### src/rtl/capture_pkg.sv
// capture_pkg: shared state encodings, run status codes and defaults for the capture run sequencer.
package capture_pkg;
   typedef enum logic [2:0] {S_IDLE, S_CALC, S_SETTLE, S_ZERO, S_ARM, S_FLUSH, S_DONE} state_t;
   localparam logic [1:0] ST_OK       = 2'b00;
   localparam logic [1:0] ST_ABORT    = 2'b01;
   localparam logic [1:0] ST_CFG_ERR  = 2'b10;
   localparam logic [1:0] ST_ZERO_TMO = 2'b11;
   localparam int unsigned MIN_DEPTH_DEF = 16;
endpackage

### src/rtl/capture_cfg_calc.sv
// capture_cfg_calc: registered derivation of capture counter limits from depth, trigger position and trigger enable.
module capture_cfg_calc (
   input  logic        core_clk,
   input  logic        core_rst,
   input  logic        i_en,
   input  logic [31:0] i_depth,
   input  logic [31:0] i_trig_pos,
   input  logic        i_trig_en,
   output logic        o_trig_en,
   output logic [31:0] o_depth,
   output logic [31:0] o_last_cnt,
   output logic [31:0] o_pos,
   output logic [31:0] o_pos_minus1,
   output logic [31:0] o_after,
   output logic [31:0] o_real_start
);
   logic [31:0] w_last;
   logic [31:0] w_pos;
   // Position is clamped to the last sample so after-trigger depth never underflows.
   assign w_last = (i_depth == 32'd0) ? 32'd0 : i_depth - 32'd1;
   assign w_pos  = !i_trig_en ? 32'd0 : (i_trig_pos > w_last) ? w_last : i_trig_pos;
   always_ff @(posedge core_clk) begin
      if (core_rst) begin
         o_trig_en    <= 1'b0;
         o_depth      <= '0;
         o_last_cnt   <= '0;
         o_pos        <= '0;
         o_pos_minus1 <= '0;
         o_after      <= '0;
         o_real_start <= '0;
      end else if (i_en) begin
         o_trig_en    <= i_trig_en;
         o_depth      <= i_depth;
         o_last_cnt   <= w_last;
         o_pos        <= w_pos;
         o_pos_minus1 <= (w_pos == 32'd0) ? 32'd0 : w_pos - 32'd1;
         o_after      <= w_last - w_pos;
         o_real_start <= (w_pos == 32'd0) ? 32'd0 : i_depth - w_pos;
      end
   end
endmodule

### src/rtl/capture_seq.sv
// capture_seq: run-control sequencer; latches run config, optional zero calibration,
// gates sample_en until capture_done, then waits for the SDRAM writer to drain.
module capture_seq
   import capture_pkg::*;
#(
   parameter int unsigned SETTLE_CYC = 4,
   parameter int unsigned ZERO_TMO   = 1048576,
   parameter int unsigned MIN_DEPTH  = MIN_DEPTH_DEF
) (
   input  logic        core_clk,
   input  logic        core_rst,
   input  logic        run_start,
   input  logic        run_stop,
   input  logic [31:0] cfg_depth,
   input  logic [31:0] cfg_trig_pos,
   input  logic        cfg_trig_en,
   input  logic        cfg_full_speed,
   input  logic        cfg_zero_req,
   input  logic        capture_done,
   input  logic        dso_setZero_done,
   input  logic        wr_idle,
   output logic        sample_en,
   output logic        trig_en,
   output logic        full_speed,
   output logic [31:0] sample_depth,
   output logic [31:0] sample_last_cnt,
   output logic [31:0] trig_set_pos,
   output logic [31:0] trig_set_pos_minus1,
   output logic [31:0] after_trig_depth,
   output logic [31:0] sample_real_start,
   output logic        dso_setZero,
   output logic        busy,
   output logic        run_end,
   output logic [1:0]  run_status
);
   state_t      r_state, w_next;
   logic [1:0]  r_status, w_status;
   logic [31:0] r_cnt, r_tmo;
   logic        r_zero_pend, r_full_speed, r_setzero;
   logic        w_settled, w_tmo, w_cfg_err;

   // CALC is the first low cycle of the settle window, so the counter starts at 1 from CALC.
   assign w_settled = (r_cnt + 32'd1) >= 32'(SETTLE_CYC);
   assign w_tmo     = (ZERO_TMO != 0) && (r_tmo == 32'(ZERO_TMO) - 32'd1);
   assign w_cfg_err = cfg_depth < 32'(MIN_DEPTH);

   always_comb begin
      w_next   = r_state;
      w_status = r_status;
      case (r_state)
         S_IDLE:   w_next = run_start ? S_CALC : S_IDLE;
         S_CALC: begin
            w_status = w_cfg_err ? ST_CFG_ERR : ST_OK;
            w_next   = w_cfg_err ? S_DONE : S_SETTLE;
         end
         S_SETTLE: begin
            if (run_stop) begin
               w_next   = S_FLUSH;
               w_status = ST_ABORT;
            end else if (w_settled) w_next = r_zero_pend ? S_ZERO : S_ARM;
         end
         S_ZERO: begin
            if (dso_setZero_done) w_next = S_SETTLE;
            else if (run_stop) begin
               w_next   = S_FLUSH;
               w_status = ST_ABORT;
            end else if (w_tmo) begin
               w_next   = S_FLUSH;
               w_status = ST_ZERO_TMO;
            end
         end
         S_ARM: begin
            if (capture_done) w_next = S_FLUSH;
            else if (run_stop) begin
               w_next   = S_FLUSH;
               w_status = ST_ABORT;
            end
         end
         S_FLUSH:  w_next = wr_idle ? S_DONE : S_FLUSH;
         S_DONE:   w_next = S_IDLE;
         default:  w_next = S_IDLE;
      endcase
   end

   always_ff @(posedge core_clk) begin
      if (core_rst) begin
         r_state      <= S_IDLE;
         r_status     <= ST_OK;
         r_cnt        <= '0;
         r_tmo        <= '0;
         r_zero_pend  <= 1'b0;
         r_full_speed <= 1'b0;
         r_setzero    <= 1'b0;
      end else begin
         r_state   <= w_next;
         r_status  <= w_status;
         r_cnt     <= (r_state == S_SETTLE) ? r_cnt + 32'd1 : (r_state == S_CALC) ? 32'd1 : 32'd0;
         r_tmo     <= (r_state == S_ZERO) ? r_tmo + 32'd1 : 32'd0;
         r_setzero <= (w_next == S_ZERO) && (r_state != S_ZERO);
         if (r_state == S_CALC) begin
            r_zero_pend  <= cfg_zero_req;
            r_full_speed <= cfg_full_speed;
         end else if (r_state == S_ZERO && dso_setZero_done) r_zero_pend <= 1'b0;
      end
   end

   capture_cfg_calc u_calc (
      .core_clk     (core_clk),
      .core_rst     (core_rst),
      .i_en         (r_state == S_CALC),
      .i_depth      (cfg_depth),
      .i_trig_pos   (cfg_trig_pos),
      .i_trig_en    (cfg_trig_en),
      .o_trig_en    (trig_en),
      .o_depth      (sample_depth),
      .o_last_cnt   (sample_last_cnt),
      .o_pos        (trig_set_pos),
      .o_pos_minus1 (trig_set_pos_minus1),
      .o_after      (after_trig_depth),
      .o_real_start (sample_real_start)
   );

   assign sample_en   = (r_state == S_ARM) || (r_state == S_ZERO);
   assign busy        = r_state != S_IDLE;
   assign run_end     = r_state == S_DONE;
   assign run_status  = r_status;
   assign full_speed  = r_full_speed;
   assign dso_setZero = r_setzero;
endmodule

### config.mk
export PLATFORM = sky130hd
export DESIGN_NAME = capture_seq
export DESIGN_NICKNAME = d
export VERILOG_FILES = /design/src/rtl/capture_pkg.sv /design/src/rtl/capture_cfg_calc.sv /design/src/rtl/capture_seq.sv
export SDC_FILE = /design/constraint.sdc
export NUM_CORES = 1
export LEC_CHECK = 0
export BUFFER_PORTS_ARGS = -buffer_cell sky130_fd_sc_hd__buf_2
export CORE_ASPECT_RATIO = 0.7
export CORE_MARGIN = 3
export CORE_UTILIZATION = 33
export DETAILED_ROUTE_END_ITERATION = 10
export PLACE_DENSITY = 0.58
export SYNTH_ARGS = -nofsm -noshare
export SYNTH_HDL_FRONTEND = slang
export SYNTH_HIERARCHICAL = 1
export SYNTH_SLANG_ARGS = --single-unit
### constraint.sdc
create_clock -name core_clk -period 14.4 [get_ports core_clk]
set_input_delay 2.16 -clock core_clk [delete_from_list [all_inputs] [get_ports core_clk]]
set_output_delay 2.16 -clock core_clk [all_outputs]
set_load 0.01 [all_outputs]
==> metrics.txt, run 1 <==
status complete, no violations; fin crit period approximately 10 ns; biggest area consumer among synthesized cells dfxtp_1; H-tree depth 1; Final Cell Area 0.0196 mm2; Post-Synthesis Cells 2118; num rows 68; Slew Viols, Final 0; fin cells roughly 3.0k; Mapped Area 0.0168 mm2; core footprint 0.0499 mm2; Seq/Total Area, Yosys 31.5%; Crit Path Category in2reg; Nets 2506; grt total ovfl 0; share of post-route cells with drive strength above 1 16.8%; Critical Path Fanout Max 28; antenna viol nets, final 0; Distinct cells, synth 98; placed cell areas 0.0187 mm2; Hold Vio Cnt, Final 0; placed cells a little under 3k; Peak VDD IR 0.0000887 V; f_max 95.7 MHz; CTS sink count 265; vias per cell around 5.5; largest net degree at the start of global routing 83; Hold Slack 0.442 ns; DRT Pass-1 Iters 6; vias 16.4k; Horiz. Die Dim 276 um; CTS clk-pin slew, worst paths 0.06 ns; die area 0.0538 mm2; Synth async-reset ratio 0%; Core Util, Final 39.4%; fin crit share approximately 73%; RePlAce Congestion 0.961; cts bufs inserted 30; Main synth FF type dfxtp_1; syn avg cell area between 7 and 8 um2; leakage 8.15 nW; WL/cell 21.3 um; Ys Warns 6; CP endpoint kind flop; Max-slew headroom 29.5%; n_diodes 0; antenna violations before repair 9; Worst Skew 0.0142 ns; slew of the pin with the lowest slew margin 1.04 ns; Max clock buf depth 3; Yosys top cell area share between 30% and 40%; Top Ports 274; RSZ-0062 raised after global routing false; Area contributors post-synth dfxtp_1 (32%), ha_1 (7.8%), nor2_1 (7.2%); max incr delay on CP 0.67 ns; Yosys reg bits 265; worst hold path class reg2reg; Post-Syn Nets 2299; post-CTS sizing 0; max cap viols 0; DRC Markers 0; worst path bufs/invs 3; number of synthesized flops with an enable pin 0; GR Util All Layers 23.0%; Starting Density 33.7%; area delta synth->final 16.8%; vias in the first global route 15.6k; CTS tree built; Clk Latency, worst-skew pair between 0.5 and 0.6 ns; hold_buf cts 0; DPL Wire Length 50000 um; port buffer count 273; die height between 150 and 200 um; Setup TNS 0 ns; DR iter-0 viols 1595; Slowest cell on crit path or4b_1; CP arrival approximately 11 ns; global-route wire length before repair 95400 um; Critical Path RT 14.87 ns; root cell of the clock tree clkbuf_16; Post-Route WL 64200 um; # setup viols final 0; Critical Path Source Type primary input; Pwr Density 117 mW/mm2; Post-CTS Setup Bufs 0; delay-heaviest family, CP compound AO/OA/AOI/OAI gates
## cell usage after synthesis (5+ instances only)
| library cell | n |
|---|---|
| o21ai_1 | 21 |
| clkbuf_1 | 76 |
| o21ai_0 | 81 |
| o211ai_1 | 9 |
| o31a_1 | 5 |
| nor2b_1 | 21 |
| o22ai_1 | 5 |
| mux2_2 | 5 |
| buf_2 | 12 |
| nand2_1 | 198 |
| or3_1 | 20 |
| dfxtp_1 | 265 |
| a22oi_2 | 10 |
| or2_2 | 11 |
| xor2_1 | 66 |
| a2bb2oi_1 | 5 |
| a31oi_1 | 21 |
| a22o_1 | 9 |
| a211oi_1 | 33 |
| a21o_1 | 26 |
| a211o_1 | 9 |
| o21bai_1 | 6 |
| ha_1 | 105 |
| inv_1 | 69 |
| mux2i_1 | 84 |
| a21oi_1 | 140 |
| nor2_1 | 322 |
| o21a_1 | 14 |
| or4_1 | 5 |
| nand4_1 | 37 |
| buf_6 | 7 |
| o31ai_1 | 11 |
| buf_1 | 18 |
| and4_1 | 8 |
| and3_1 | 21 |
| and2_1 | 11 |
| xnor2_1 | 88 |
| nor4_1 | 24 |
| nor3_1 | 52 |
| nand3_1 | 74 |
| nand2b_1 | 15 |
| a22oi_1 | 6 |
| a311oi_1 | 5 |
## area by class of cell
type	instances	area, um2
clock buffers	43	861
clock inverters	10	113
fillers	5211	30200
inverters	72	277
multi-input cells	1667	10800
flip-flops and latches	265	5310
well taps	665	832
repair buffers	289	1490
## layer usage
layer / part of all wire, % / GRT usage, % / up-vias / wire length (um)
li1: - / - / 7922 / -
met3: 8.8 / 5.92 / 117 / 5630
met1: 46 / 32.2 / 7782 / 29300
met5: 0.13 / 0 / - / 85
met2: 43 / 35.2 / 606 / 27400
met4: 2.8 / 5.81 / 14 / 1820
## cells by family after synthesis
family	count (synthesis)	share of synthesized area (%)
xor+xnor	154	8.02
compound gates	457	17.6
buf+inv	186	4.59
mux	91	5.60
simple gates	858	24.6
fa+ha+maj	107	8.05
flops	265	31.5
## path summary, 6_finish.rpt
| kind | start | endpoint | slack [ns] | cells past startpoint |
|---|---|---|---|---|
| worst min register to register | u_calc/o_real_start[27] | u_calc/o_real_start[27] | 0.44 | 2 |
| worst max register to register | r_cnt[0] | dso_setZero | 10.65 | 10 |
| worst max-delay path | cfg_depth[0] | u_calc/o_after[28] | 3.95 | 28 |
| worst min-delay path | u_calc/o_real_start[27] | u_calc/o_real_start[27] | 0.44 | 2 |
## state kept, by name, summed over array words and instances, names as in the netlist, 32 cells and up
name	count
r_cnt	32
u_calc/o_pos	32
u_calc/o_last_cnt	32
r_tmo	32
u_calc/o_after	32
u_calc/o_depth	32
u_calc/o_real_start	32
u_calc/o_pos_minus1	32
## tightest hold or removal path, delay by kind of cell (launching register included)
family | cells | cell delay (ns)
AOI/OAI and AO/OA | 1 | 0.05
and+or+nand+nor | 1 | 0.05
DFF | 1 | 0.31
## placed cells by master (no fill, tap or decap), types with 6 or more instances in the layout
cell	netlist	layout
buf_2	12	272
mux2i_1	84	84
o21bai_1	6	6
clkbuf_1	76	8
a31oi_1	21	21
a22o_1	9	9
nand3_1	74	74
o31ai_1	11	11
a21oi_1	140	140
inv_1	69	69
o21ai_0	81	80
nor2b_1	21	21
nand4_1	37	37
o21ai_1	21	21
clkbuf_16	0	31
and4_1	8	8
a22oi_1	6	6
o21a_1	14	14
nor4_1	24	24
a211o_1	9	9
a22oi_2	10	10
nand2_1	198	198
a21o_1	26	26
and3_1	21	21
xnor2_1	88	88
a211oi_1	33	33
and2_1	11	11
nand2b_1	15	15
o211ai_1	9	9
buf_4	0	16
or3_1	20	20
nor3_1	52	51
nor2_1	322	321
ha_1	105	105
xor2_1	66	66
or2_2	11	11
dfxtp_1	265	265
## power by group
group | switching (W) | total (W) | internal [W]
Sequential | 0.0000413 | 0.000833 | 0.000792
Clock | 0.000319 | 0.000767 | 0.000449
Combinational | 0.000439 | 0.000698 | 0.000258
## stage by stage
step / total power, W / setup slack, ns
2_1_floorplan: 0.00129 / 4.82
3_3_place_gp: 0.00153 / 3.71
3_5_place_dp: 0.00154 / 3.62
4_1_cts: 0.00232 / 4.23
5_1_grt: 0.00242 / 3.47
6_report: 0.00230 / 3.95
Note: power is estimated with default switching activity, not from simulation.
==> run 2, diff against run 1 <==
--- a/config.mk
+++ b/config.mk
@@ -10,7 +10,7 @@
 export CORE_MARGIN = 3
 export CORE_UTILIZATION = 33
 export DETAILED_ROUTE_END_ITERATION = 10
-export PLACE_DENSITY = 0.58
+export PLACE_DENSITY = 0.6
 export SYNTH_ARGS = -nofsm -noshare
 export SYNTH_HDL_FRONTEND = slang
 export SYNTH_HIERARCHICAL = 1
==> constraint.sdc (replaced) <==
create_clock -name core_clk -period 8.95 [get_ports core_clk]
set_input_delay 1.3425 -clock core_clk [delete_from_list [all_inputs] [get_ports core_clk]]
set_output_delay 1.3425 -clock core_clk [all_outputs]
set_load 0.01 [all_outputs]
==> run 2 against run 1 <==
  * Clock power is 72% higher
  * Die area stayed put
  * Count of clock-buffer cells in the layout is 4 lower
  * Routed wire length is 3.0% higher
==> metrics.txt, run 2 (synthesis results as in run 1) <==
global-route wire length before repair 97200 um (+1.9%); Core Util, Final 40.9% (+1.5 points); Critical Path RT 9.38 ns (-5.49 ns); most frequent cells in the layout nor2_1 (321), buf_2 (272), dfxtp_1 (265); WL/cell 21.3 um (about the same); fin crit share a little over nine tenths; f_max 117 MHz; Post-Route WL 66200 um (+3.0%); die area 0.0538 mm2 (unchanged); CP endpoint kind flop; Hold Vio Cnt, Final 0 (unchanged); placed cell areas 0.0194 mm2 (+3.7%); Peak VDD IR 0.000141 V (+59%); slew of the pin with the lowest slew margin 0.999 ns (-0.0439 ns); RSZ-0062 raised after global routing false; antenna violations before repair 12 (+3); largest net degree at the start of global routing 152 (+83%); cts bufs inserted 28 (-6.7%); Max-slew headroom 32.5% (+3.0 points); Max clock buf depth 3 (unchanged); vias 16.8k (+2.2%); RePlAce Congestion 0.998 (+3.9%); Nets 2594 (+3.5%); DPL Wire Length 51600 um (+3.1%); Critical Path Fanout Max 11 (-61%); placed cells 3048 (+3.0%); GR Util All Layers 23.5% (+0.47 points); status complete, no violations; Max Used Layer met5; vias in the first global route 15.8k (+1.3%); DRC Markers 0 (unchanged); grt total ovfl 0 (unchanged); # setup viols final 0 (unchanged); fin crit period 8.55 ns; CP arrival 8.98 ns (-1.93 ns); hold_buf cts 0 (unchanged); Slew Viols, Final 0 (unchanged); Worst Skew 0.0110 ns (-0.00311 ns); fillers 5200 (-0.21%); Pwr Density 188 mW/mm2 (+61%); worst hold path class reg2reg; root cell of the clock tree clkbuf_16; die height 195 um (unchanged); H-tree depth 1 (unchanged); num rows 68 (unchanged); Met2 Routed Length 27900 um (+2.1%); CTS clk-pin slew, worst paths 0.06 ns (about the same); DR WL met3 5590 um (-0.71%); port buffer count 273 (unchanged); Critical Path Source Type primary input; Horiz. Die Dim 276 um (unchanged); Top Ports 274 (unchanged); metal1 wirelength 30500 um (+3.9%); DR iter-0 viols 1459 (-8.5%); vias per cell 5.42 (-0.82%); max cap viols 0 (unchanged); antenna viol nets, final 0 (unchanged); area delta synth->final 21.3%; Setup TNS 0 ns (unchanged); share of post-route cells with drive strength above 1 20.1% (+3.3 points); FF/Latch Area 0.00531 mm2 (unchanged); Post-CTS Setup Bufs 0 (unchanged); CTS sink count 265 (unchanged); Final Cell Area 0.0204 mm2 (+3.9%); core footprint 0.0499 mm2 (unchanged); most common cell after layout, fill and taps aside nor2_1; area of the multi-input gates 0.0108 mm2 (about the same); leakage 8.62 nW (+5.7%); DRT Pass-1 Iters 6 (unchanged); fin cells 3103 (+3.1%); Clk Latency, worst-skew pair 0.58 ns (about the same); Hold Slack 0.441 ns (-0.000953 ns); CTS tree built; Starting Density 33.7% (unchanged); Crit Path Category in2reg
-- run 2: cell count changes in the layout (fill, tap and decap cells not counted), sizes merged --
cell	previous run	this run
clkinv	7	5
buf	289	379
bufinv	2	5
diode	0	3
inv	71	73
clkbuf	43	39
-- run 2: where the power goes --
part           internal, W  switching, W
registers          0.00127     0.0000650
clock network     0.000794      0.000524
logic             0.000462      0.000717
total              0.00253       0.00131
-- run 2: worst max-delay path, cell delays in order --
cell	delay [ns]
buf_2	0.11
inv_1	0.15
ha_1	0.19
or4b_1	0.52
or3_1	0.38
buf_4	0.21
o41ai_1	0.66
inv_1	0.26
ha_1	0.37
nand4_1	0.17
or3_1	0.40
a2bb2oi_1	0.15
a21oi_1	0.30
o21ai_4	0.15
buf_4	0.20
a31oi_1	0.63
ha_1	0.43
a2111o_1	0.39
o21ai_0	0.50
a211oi_1	0.25
nor2_1	0.24
o2111ai_1	0.15
o21ai_0	0.18
o31ai_1	0.17
o22a_1	0.21
xnor2_1	0.15
o21ai_0	0.10
-- run 2: routing by layer --
layer  up-vias  global-route usage, %
li1       8121                      -
met1      7917                   33.4
met2       633                   35.4
met3       114                   5.57
met4        20                   6.26
met5         -                      0
-- run 2: final timing paths --
check,slack [ns],end,start,cells past startpoint
worst max register to register,5.10,u_calc/o_after[15],r_state[0],8
worst min-delay path,0.44,u_calc/o_real_start[28],u_calc/o_real_start[28],2
worst min register to register,0.44,u_calc/o_real_start[28],u_calc/o_real_start[28],2
worst max-delay path,0.40,u_calc/o_real_start[31],cfg_depth[1],27
-- run 2: cell type report --
| cell class | count | area share [%] |
|---|---|---|
| multi-input cells | 1667 | 52.8 |
| flip-flops and latches | 265 | 26.0 |
| repair buffers | 379 | 10.7 |
| clock buffers | 39 | 4.08 |
| well taps | 665 | 4.08 |
| inverters | 72 | 1.35 |
| clock inverters | 13 | 0.993 |
| diodes | 3 | 0.0368 |
-- run 2: repair_timing --
item,4_1_cts,5_1_grt
setup endpoints to repair,0,5
gates resized for setup,0,1
endpoints found under the hold margin,0,0
-- run 2: per-stage QoR --
step | setup slack (ns) | power [W]
global placement | -0.117 | 0.00252
floorplan | 0.189 | 0.00208
finish | 0.399 | 0.00384
detailed placement | -0.169 | 0.00252
global route | 0.0436 | 0.00402
CTS | 0.413 | 0.00386
